File: src/rtl/usb_rx_ctrl.sv
// usb_rx_ctrl: receive-side packet controller for a USB device.
// Tracks a packet from the first bus transition through SYNC, PID and body
// bytes to end-of-packet. It drives the PID holding register and the receive
// buffer write strobe, and it reports packet completion or error.
//
// Ports
//   clk            in   system clock, rising edge
//   rst            in   synchronous active-high reset
//   d_edge         in   bus transition pulse (starts a packet from IDLE)
//   byte_received  in   pulse: rcv_data holds a new byte
//   rcv_data[7:0]  in   most recently received byte
//   eop            in   level: end-of-packet present on the bus
//   PID_err        in   PID holding register is not a legal PID
//   rx_packet[3:0] in   upper nibble of the PID holding register
//   buffer_full    in   receive buffer cannot accept a byte
//   PID_clear      out  pulse: set PID holding register to all ones
//   PID_mode       out  pulse: load rcv_data into PID holding register
//   w_enable       out  buffer write strobe for rcv_data
//   rcving         out  packet reception in progress
//   rx_done        out  pulse: packet ended cleanly
//   rx_error       out  sticky error flag, cleared by the next packet start
//   byte_count     out  data bytes written in the current packet
module usb_rx_ctrl (
   input  logic       clk,
   input  logic       rst,
   input  logic       d_edge,
   input  logic       byte_received,
   input  logic [7:0] rcv_data,
   input  logic       eop,
   input  logic       PID_err,
   input  logic [3:0] rx_packet,
   input  logic       buffer_full,
   output logic       PID_clear,
   output logic       PID_mode,
   output logic       w_enable,
   output logic       rcving,
   output logic       rx_done,
   output logic       rx_error,
   output logic [6:0] byte_count
);

   typedef enum logic [3:0] {
      IDLE, SYNC, PID_WAIT, PID_LOAD, PID_CHECK, BODY, DONE, ERR, ERR_EOP
   } state_t;

   typedef enum logic [1:0] {CLS_DATA, CLS_TOKEN, CLS_ACK} cls_t;

   localparam logic [7:0] SYNC_BYTE = 8'h80;
   localparam logic [6:0] MAX_DATA  = 7'd66;
   localparam logic [6:0] MAX_TOKEN = 7'd2;

   state_t     state_q, state_d;
   cls_t       cls_q, cls_d;
   logic [6:0] body_cnt_q, body_cnt_d;
   logic [6:0] byte_count_q, byte_count_d;
   logic       pid_clear_q, pid_clear_d;
   logic       w_enable_q, w_enable_d;
   logic       rx_error_q, rx_error_d;

   logic [6:0] max_body;
   logic [6:0] body_inc;
   logic [6:0] cnt_at_eop;
   logic       overrun;
   logic       accept;
   logic       len_ok;

   // State register
   always_ff @(posedge clk) begin
      if (rst) begin
         state_q      <= IDLE;
         cls_q        <= CLS_ACK;
         body_cnt_q   <= '0;
         byte_count_q <= '0;
         pid_clear_q  <= 1'b0;
         w_enable_q   <= 1'b0;
         rx_error_q   <= 1'b0;
      end else begin
         state_q      <= state_d;
         cls_q        <= cls_d;
         body_cnt_q   <= body_cnt_d;
         byte_count_q <= byte_count_d;
         pid_clear_q  <= pid_clear_d;
         w_enable_q   <= w_enable_d;
         rx_error_q   <= rx_error_d;
      end
   end

   // Next-state and datapath
   always_comb begin
      state_d      = state_q;
      cls_d        = cls_q;
      body_cnt_d   = body_cnt_q;
      byte_count_d = byte_count_q;
      pid_clear_d  = 1'b0;
      w_enable_d   = 1'b0;
      rx_error_d   = rx_error_q;

      case (cls_q)
         CLS_DATA:  max_body = MAX_DATA;
         CLS_TOKEN: max_body = MAX_TOKEN;
         default:   max_body = '0;
      endcase
      body_inc = body_cnt_q + 7'd1;
      overrun  = (body_cnt_q >= max_body);
      accept   = byte_received && !overrun && !buffer_full;
      // A byte that arrives together with eop is counted before the length check.
      cnt_at_eop = byte_received ? body_inc : body_cnt_q;
      case (cls_q)
         CLS_DATA:  len_ok = (cnt_at_eop <= MAX_DATA);
         CLS_TOKEN: len_ok = (cnt_at_eop == MAX_TOKEN);
         default:   len_ok = (cnt_at_eop == 7'd0);
      endcase

      case (state_q)
         IDLE: begin
            if (d_edge) begin
               state_d      = SYNC;
               pid_clear_d  = 1'b1;
               body_cnt_d   = '0;
               byte_count_d = '0;
               rx_error_d   = 1'b0;
            end
         end
         SYNC: begin
            if (byte_received)
               state_d = (rcv_data == SYNC_BYTE) ? PID_WAIT : ERR;
            else if (eop)
               state_d = ERR;
         end
         PID_WAIT: begin
            if (byte_received)
               state_d = PID_LOAD;
            else if (eop)
               state_d = ERR;
         end
         PID_LOAD: state_d = PID_CHECK;
         PID_CHECK: begin
            if (PID_err) begin
               state_d = ERR;
            end else begin
               state_d = BODY;
               // Legal PIDs outside data/token classes carry no body, like ACK.
               case (rx_packet)
                  4'hC, 4'hD: cls_d = CLS_DATA;
                  4'h8, 4'h9: cls_d = CLS_TOKEN;
                  default:    cls_d = CLS_ACK;
               endcase
            end
         end
         BODY: begin
            if (accept) begin
               body_cnt_d = body_inc;
               if (cls_q == CLS_DATA) begin
                  w_enable_d = 1'b1;
                  if (byte_count_q < MAX_DATA)
                     byte_count_d = byte_count_q + 7'd1;
               end
            end
            if (byte_received && !accept)
               state_d = ERR;
            else if (eop)
               state_d = len_ok ? DONE : ERR_EOP;
         end
         DONE: state_d = IDLE;
         ERR: begin
            if (eop)
               state_d = ERR_EOP;
         end
         ERR_EOP: begin
            if (!eop)
               state_d = IDLE;
         end
         default: state_d = IDLE;
      endcase

      if (state_d == ERR || state_d == ERR_EOP)
         rx_error_d = 1'b1;
   end

   // Outputs
   always_comb begin
      PID_clear  = pid_clear_q;
      PID_mode   = (state_q == PID_LOAD);
      w_enable   = w_enable_q;
      rcving     = (state_q != IDLE);
      rx_done    = (state_q == DONE);
      rx_error   = rx_error_q;
      byte_count = byte_count_q;
   end

endmodule
File: config.mk
export PLATFORM = sky130hd
export DESIGN_NAME = usb_rx_ctrl
export DESIGN_NICKNAME = d
export VERILOG_FILES = /design/src/rtl/usb_rx_ctrl.sv
export SDC_FILE = /design/constraint.sdc
export NUM_CORES = 1
export LEC_CHECK = 0
export ABC_AREA = 0
export ABC_CLOCK_PERIOD_IN_PS = 6400
export CELL_PAD_IN_SITES_DETAIL_PLACEMENT = 1
export CELL_PAD_IN_SITES_GLOBAL_PLACEMENT = 2
export CORE_MARGIN = 1
export CORE_UTILIZATION = 31
export DETAILED_ROUTE_END_ITERATION = 8
export PLACE_DENSITY_LB_ADDON = 0.1
export SYNTH_ARGS = -nofsm -noshare
export SYNTH_HDL_FRONTEND = slang
export SYNTH_SLANG_ARGS = --single-unit
File: constraint.sdc
create_clock -name clk -period 6.4 [get_ports clk]
set_input_delay 0.64 -clock clk [delete_from_list [all_inputs] [get_ports clk]]
set_output_delay 0.64 -clock clk [all_outputs]
set_load 0.02 [all_outputs]
==> flow_summary.json, run 1 <==
{
  "cp.depth": 7,
  "synthFlopType": "dfxtp_1",
  "synthToLayoutAreaGrowth_pct": 24.1,
  "ff2ff_path_depth": 8,
  "met1_length_mm": 2.23,
  "ys_warn_count": 0,
  "post-route-period-util": 0.428,
  "fin_setup_tns_ns": 0,
  "cts_tree": "yes",
  "numCtsBuffers": 3,
  "dr_wl_met2_mm": 2.20,
  "core_sq_um": 4820,
  "dr.pass1.iters": 4,
  "place.gp.congestion": 0.851,
  "synthSimpleGateAreaFrac": 0.336,
  "routedWlPerCell_microns": 15.3,
  "dp_slack_ns": 3.35,
  "crit_arrival_ns": 2.94,
  "synth_top_family_by_area": "simple AND/OR/NAND/NOR gates",
  "rsz0062_at_grt": "no",
  "synthXorXnorAreaFrac": 0.0388,
  "vias_per_cell": 5.30,
  "status": "finished clean",
  "die_w_microns": 73.4,
  "critPathMaxStageDelay_ns": 0.72,
  "worst_ir_drop_vdd_mv": 0.159,
  "final_antenna_net_count": 0,
  "grt_usage": 0.184,
  "hold_start": "body_cnt_q[1]$_SDFFE_PP0P_",
  "clockBufferDepth": 2,
  "cap_violations": 0,
  "skew_ns": 0.00581,
  "die_y_microns": 73.4,
  "power_density_nw_per_um2": 260,
  "crit_path_end_kind": "register",
  "crit_start": "byte_received",
  "port_buffers": 30,
  "dp_hpwl_mm": 3.49,
  "slew_viol_final": 0,
  "finalSetupViolations": 0,
  "ys_seq_area_frac": 0.291,
  "rows": 25,
  "leakage_nw": 0.707,
  "synth.avg_cell_area_sq_um": 7.56,
  "r2r_slack_ns": 3.77,
  "r2r_start": "body_cnt_q[0]$_SDFFE_PP0P_",
  "cts.clk_slew.worst_paths_ns": 0.09,
  "ctsHtreeMaxLevel": 1,
  "synthMuxAreaShare": 0.0127,
  "ys_seq_elements": 23,
  "crit_top_cell": "a21oi_1",
  "tightest_slew_ns": 0.618,
  "antenna_found_initial": 0,
  "synth_fa_ha_area_frac": 0.0317,
  "synth_compound_area_frac": 0.241,
  "final_common_cell": "nor2_1",
  "netlist_instances": 209,
  "ys_async_sr_fraction": 0,
  "fmax_mhz": 365,
  "critPathSlowestCell": "clkdlybuf4s50_1",
  "initial_core_util": 0.328,
  "required_ns": 6.60,
  "pin_count": 32,
  "min_path_type": "register to register",
  "clock_latency_ns": 0.27,
  "wirelength_mm": 4.56,
  "synth_fp_nets": 232,
  "cp.buffers_inverters": 1,
  "setup.worst_path.start_class": "input pin",
  "dieArea_sq_um": 5390,
  "path_class": "input pin to register",
  "grt_max_degree": 17,
  "cts_resized": 0,
  "hold_buffers": 0,
  "max-slew-margin-rel": 0.577,
  "cp_top_family": "compound AO/OA/AOI/OAI gates",
  "holdPathEnd": "body_cnt_q[1]$_SDFFE_PP0P_",
  "fin_crit_ns": 2.74,
  "mostFrequentLayoutCells": "31 x nor2_1, 30 x clkdlybuf4s50_1, 23 x dfxtp_1",
  "wl_met3_microns": 106,
  "grt_pass1_vias": 1605,
  "vias": 1585,
  "postCtsSetupBuffers": 0,
  "r2r_end": "state_q[2]$_SDFF_PP0_",
  "synth-edff-count": 0,
  "path_max_fanout": 16,
  "diodes": 0,
  "utilization": 0.407,
  "drive_above_1_share": 0.0517,
  "grt_overflow": 0,
  "min_delay_path_depth": 2,
  "path_cells": "clkdlybuf4s50_1, and2_1, a2111oi_0, nor2_1, a21oi_1, o21ai_0, a21oi_1",
  "grt_pass1_wl_mm": 7.69,
  "synth_area_sq_um": 1580,
  "final-hold-violation-count": 0,
  "numClockSinks": 23,
  "fin_ws_ns": 3.66,
  "fin_nets": 256,
  "drc": 0,
  "top_layer": "met4",
  "yosysUniqueCellTypes": 51,
  "drt_iter0_drc": 82,
  "root_buffer": "clkbuf_8"
}
-- registers in the layout, indices dropped and copies added, names as in the netlist --
name,flops
PID_clear,1
w_enable,1
rx_error,1
byte_count,7
cls_q,2
state_q,4
body_cnt_q,7
-- through the flow --
step	cell area (sq um)	power, mW	instances	hold WS (ns)
finish	1960	0.510	299	0.521
global route	1960	0.549	299	0.558
CTS	1960	0.515	299	0.520
detailed placement	1910	0.419	295	0.507
global placement	1910	0.413	295	0.499
floorplan	1580	0.340	209	0.459
-- power breakdown --
part           internal (mW)  switching, mW  leakage (nW)  total, mW
clock                 0.0436         0.0524        0.0255     0.0960
sequential             0.158         0.0257         0.186      0.184
combinational         0.0980          0.132         0.495      0.230
total                  0.300          0.210         0.707      0.510
-- metal layers --
metal,GRT usage,vias to the layer above
met5,0,-
met4,0.0556,0
met3,0.0206,2
met2,0.316,22
met1,0.242,764
li1,-,797
-- layout make-up --
cell class | count | area, sq um
clock buffer | 3 | 41.3
multi-input combinational | 168 | 1040
clock inverter | 1 | 5.00
tap | 67 | 83.8
inverter | 7 | 26.3
timing repair buffer | 30 | 300
fill | 591 | 2860
sequential | 23 | 460
-- worst register-to-register path: stages, from the launching register on --
cell and delay, ns:
dfxtp_1 0.41, ha_1 0.29, and3_1 0.29, a41o_1 0.26
a2111oi_0 0.60, nor2_1 0.08, a21oi_1 0.30, o21ai_0 0.15
a21oi_1 0.18
-- worst max-delay path by stage --
stage | endpoint | slack (ns)
4_1_cts | state_q[2]$_SDFF_PP0_ | 3.61
3_3_place_gp | state_q[2]$_SDFF_PP0_ | 3.31
6_report | state_q[2]$_SDFF_PP0_ | 3.66
3_5_place_dp | state_q[2]$_SDFF_PP0_ | 3.35
5_1_grt | state_q[2]$_SDFF_PP0_ | 3.33
2_1_floorplan | state_q[2]$_SDFF_PP0_ | 4.23
-- synthesized netlist by cell type, types with 3 or more instances --
cell type / n / area share
nor2_1: 31 / 0.074
dfxtp_1: 23 / 0.29
a21oi_1: 19 / 0.060
nand2_1: 18 / 0.043
o21ai_0: 12 / 0.038
clkbuf_1: 9 / 0.021
inv_1: 7 / 0.017
nor2b_1: 6 / 0.024
and2_1: 5 / 0.020
and3_1: 5 / 0.020
nand3_1: 5 / 0.016
xor2_1: 5 / 0.028
a31oi_1: 4 / 0.016
ha_1: 4 / 0.032
nand2b_1: 4 / 0.016
nand4_1: 4 / 0.016
nor3_1: 3 / 0.0095
or3_1: 3 / 0.012
-- cell families (layout without fill, tap and decap cells) --
kind of cell,after synthesis,count (layout)
and+or+nand+nor,100,100
AOI/OAI and AO/OA,55,55
DFF,23,23
buffers and inverters,18,41
xor gates and xnor gates,7,7
adders and majority gates,4,4
muxes,2,2
No activity file was read; power rests on OpenSTA's default activity.
==> run 2, diff against run 1 <==
Settings changed: ABC_CLOCK_PERIOD_IN_PS 6400 to 2300, CORE_UTILIZATION 31 to 26.
Clock period 6.4 ns to 2.3 ns, I/O delays scaled along.
==> flow_summary.json, run 2 (same netlist as run 1, synthesis figures left out) <==
{
  "root_buffer": "clkbuf_8",
  "leakage_nw": 0.839,
  "clock_latency_ns": 0.27,
  "pin_count": 32,
  "grt_overflow": 0,
  "finalSetupViolations": 0,
  "post-place-cells": 327,
  "tightest_slew_ns": 0.440,
  "fin_cells": 332,
  "final_common_cell": "nor2_1",
  "path_class": "register to register",
  "numCtsBuffers": 3,
  "drive_above_1_share": 0.163,
  "post-route-period-util": 0.961,
  "status": "complete, but fails checks",
  "drt_iter0_drc": 51,
  "worst_ir_drop_vdd_mv": 0.397,
  "setup.worst_path.start_class": "register",
  "grt_usage": 0.168,
  "cts.clk_slew.worst_paths_ns": 0.08,
  "drc": 1,
  "cap_violations": 0,
  "grt_pass1_vias": 1684,
  "slew_viol_final": 0,
  "place.gp.congestion": 0.819,
  "wirelength_mm": 5.13,
  "vias": 1710,
  "crit_arrival_ns": 2.42,
  "dp_hpwl_mm": 3.96,
  "die_y_microns": 80.0,
  "fin_setup_tns_ns": 0,
  "die_w_microns": 80.0,
  "initial_core_util": 0.268,
  "numClockSinks": 23,
  "rows": 28,
  "fin_nets": 281,
  "power.total_mw": 1.53,
  "skew_ns": 0.00318,
  "min_path_type": "register to register",
  "grt_pass1_wl_mm": 8.27,
  "crit_path_end_kind": "register",
  "routedWlPerCell_microns": 15.5,
  "final-hold-violation-count": 0,
  "vias_per_cell": 5.15,
  "core_sq_um": 5890,
  "clockBufferDepth": 2,
  "port_buffers": 30,
  "fillers": 726,
  "max-slew-margin-rel": 0.707,
  "synthToLayoutAreaGrowth_pct": 38.6,
  "rsz0062_at_grt": "yes",
  "cts_tree": "yes",
  "mostFrequentLayoutCells": "31 x nor2_1, 30 x clkdlybuf4s50_1, 25 x buf_4",
  "violations": "design-rule violations",
  "dr.pass1.iters": 6,
  "utilization": 0.372,
  "diodes": 0,
  "required_ns": 2.51,
  "ctsHtreeMaxLevel": 1,
  "final_antenna_net_count": 0,
  "fin_crit_ns": 2.21,
  "path_max_fanout": 8,
  "dieArea_sq_um": 6390,
  "fmax_mhz": 453,
  "antenna_found_initial": 0,
  "grt_max_degree": 15,
  "power_density_nw_per_um2": 697
}
run 2: path summary, 6_finish.rpt:
check                        startpoint                    endpoint  slack [ns]  depth (start not counted)
max          body_cnt_q[3]$_SDFFE_PP0P_  body_cnt_q[2]$_SDFFE_PP0P_        0.09                          5
min          body_cnt_q[1]$_SDFFE_PP0P_  body_cnt_q[1]$_SDFFE_PP0P_        0.52                          2
max reg2reg  body_cnt_q[3]$_SDFFE_PP0P_  body_cnt_q[2]$_SDFFE_PP0P_        0.09                          5
min reg2reg  body_cnt_q[1]$_SDFFE_PP0P_  body_cnt_q[1]$_SDFFE_PP0P_        0.52                          2
run 2: layout make-up:
cell class / instances / area [sq um] / share of cell area
flip-flops and latches: 23 / 464 / 0.212
clock inverters: 1 / 5.00 / 0.00229
multi-input cells: 168 / 1070 / 0.489
clock buffers: 3 / 41.3 / 0.0189
inverters: 7 / 26.3 / 0.0120
repair buffers: 55 / 488 / 0.223
well taps: 75 / 93.8 / 0.0429
run 2: critical path, cell delays in order (launching register included):
cell	delay (ns)
dfxtp_1	0.36
or4_4	0.56
o31ai_4	0.34
nand4_2	0.29
or3b_1	0.45
a21oi_1	0.14
run 2: per-stage QoR:
stage	worst slack (ns)	area (sq um)	hold slack, ns
floorplan	0.135	1580	0.299
global placement	-0.137	2100	0.507
detailed placement	-0.143	2100	0.518
CTS	0.0519	2160	0.530
global route	-0.0197	2190	0.552
finish	0.0901	2190	0.515
run 2: where the power goes:
group | switching [mW] | internal, mW | total (mW) | leakage, nW
registers | 0.0550 | 0.439 | 0.494 | 0.187
clock network | 0.139 | 0.121 | 0.260 | 0.0255
logic | 0.423 | 0.350 | 0.773 | 0.627
total | 0.617 | 0.910 | 1.53 | 0.839
run 2: timing repair:
action / in CTS / in global routing
setup endpoints to repair: 4 / 3
pin swaps: 0 / 1
hold buffers: 0 / 0
buffers inserted: 0 / 1
resized for setup: 2 / 6
hold endpoints to repair: 0 / 0
run 2: layer usage:
metal | track usage | part of all wire | vias to the layer above
met5 | 0 | 0 | -
met3 | 0.0137 | 0.022 | 5
met1 | 0.213 | 0.48 | 836
li1 | - | - | 839
met2 | 0.299 | 0.49 | 30
met4 | 0.0482 | 0.014 | 0
==> run 3, diff against run 2 <==
Settings changed: ABC_CLOCK_PERIOD_IN_PS 2300 to 2600, CORE_ASPECT_RATIO from default to 1.25, CORE_UTILIZATION 26 to 31.
Clock period 2.3 ns to 2.6 ns, I/O delays scaled along.
==> flow_summary.json, run 3 (same netlist as run 1, synthesis figures left out) <==
{
  "clock_latency_ns": 0.27,
  "mostFrequentLayoutCells": "31 x nor2_1, 30 x clkdlybuf4s50_1, 23 x dfxtp_1",
  "drc": 0,
  "fin_cells": 305,
  "wirelength_mm": 4.77,
  "place_area_sq_um": 2000,
  "die_y_microns": 81.8,
  "place.gp.congestion": 0.774,
  "fin_setup_tns_ns": 0,
  "ctsHtreeMaxLevel": 1,
  "crit_start": "body_cnt_q[0]$_SDFFE_PP0P_",
  "path_class": "register to register",
  "setup.worst_path.start_class": "register",
  "r2r_start": "body_cnt_q[0]$_SDFFE_PP0P_",
  "drive_above_1_share": 0.106,
  "routedWlPerCell_microns": 15.7,
  "numCtsBuffers": 3,
  "fin_ws_ns": 0.308,
  "port_buffers": 30,
  "diodes": 0,
  "drt_iter0_drc": 54,
  "cts_tree": "yes",
  "cp.depth": 10,
  "synthToLayoutAreaGrowth_pct": 30.1,
  "initial_core_util": 0.327,
  "grt_overflow": 0,
  "min_path_type": "register to register",
  "crit_path_end_kind": "register",
  "grt_usage": 0.194,
  "grt_max_degree": 15,
  "root_buffer": "clkbuf_8",
  "vias": 1661,
  "cp.buffers_inverters": 2,
  "die_w_microns": 65.9,
  "hold_start": "byte_count[1]$_SDFFE_PP0P_",
  "grt_pass1_vias": 1643,
  "pin_count": 32,
  "cp_top_family": "compound AO/OA/AOI/OAI gates",
  "dp_hpwl_mm": 3.68,
  "min_delay_path_depth": 2,
  "final-hold-violation-count": 0,
  "power_density_nw_per_um2": 630,
  "fillers": 613,
  "tightest_slew_ns": 0.370,
  "critPathSlowestCell": "a2111oi_2",
  "fmax_mhz": 436,
  "finalSetupViolations": 0,
  "cts.clk_slew.worst_paths_ns": 0.09,
  "vias_per_cell": 5.45,
  "max-slew-margin-rel": 0.753,
  "critPathMaxStageDelay_ns": 0.39,
  "post-route-period-util": 0.881,
  "rsz0062_at_grt": "no",
  "dp_slack_ns": 0.163,
  "whs_ns": 0.533,
  "fin_crit_ns": 2.29,
  "ff2ff_path_depth": 10,
  "final_common_cell": "nor2_1",
  "antenna_found_initial": 0,
  "core_sq_um": 4830,
  "skew_ns": 0.00349,
  "hold_buffers": 0,
  "worst_ir_drop_vdd_mv": 0.373,
  "dr.pass1.iters": 4,
  "dieArea_sq_um": 5390,
  "rows": 28,
  "final_antenna_net_count": 0,
  "status": "finished clean",
  "leakage_nw": 0.775,
  "grt_pass1_wl_mm": 7.95,
  "fin_nets": 269,
  "path_max_fanout": 8,
  "cap_violations": 0,
  "path_cells": "ha_1, and3_1, a41o_1, a2111oi_2, buf_4, nor2_1, a21oi_1, buf_4, o21ai_0, a21oi_1",
  "numClockSinks": 23,
  "slew_viol_final": 0,
  "final_cell_area_sq_um": 2060,
  "crit_arrival_ns": 2.51,
  "clockBufferDepth": 2,
  "required_ns": 2.81,
  "post-place-cells": 301
}
==> run 3: what timing repair did <==
| action | CTS | global route |
|---|---|---|
| setup endpoints to repair | 0 | 3 |
| resized for setup | 0 | 2 |
| buffers inserted | 0 | 0 |
==> run 3: area by class of cell <==
class,count,area (sq um),area share
Clock inverter,1,5.00,0.00243
Timing Repair Buffer,43,398,0.194
Tap cell,60,75.1,0.0365
Inverter,7,26.3,0.0128
Clock buffer,3,41.3,0.0201
Multi-Input combinational cell,168,1050,0.511
Sequential cell,23,460,0.224
==> run 3: metrics by stage <==
step / total power, mW / util
detailed placement: 1.06 / 0.414
global placement: 1.05 / 0.414
CTS: 1.31 / 0.424
finish: 1.30 / 0.425
global route: 1.39 / 0.425
floorplan: 0.836 / -
==> run 3: layer usage <==
layer | track usage | part of all wire
met3 | 0.0292 | 0.033
met4 | 0.0891 | 0.030
met1 | 0.227 | 0.44
met5 | 0 | 0
met2 | 0.343 | 0.50
==> run 3: final timing paths <==
path / end / slack, ns
min: byte_count[1]$_SDFFE_PP0P_ / 0.53
max reg2reg: state_q[2]$_SDFF_PP0_ / 0.31
min reg2reg: byte_count[1]$_SDFFE_PP0P_ / 0.53
max: state_q[2]$_SDFF_PP0_ / 0.31
==> run 3: power breakdown <==
part           leakage [nW]  internal [mW]  total (mW)  switching [mW]
combinational         0.563          0.269       0.602           0.332
sequential            0.186          0.389       0.451          0.0622
clock                0.0255          0.108       0.242           0.135
==> run 3: worst min-delay path, cell delays in order, from the launching register on <==
cell     delay [ns]
dfxtp_1        0.35
o21ai_0        0.08
a21oi_1        0.06
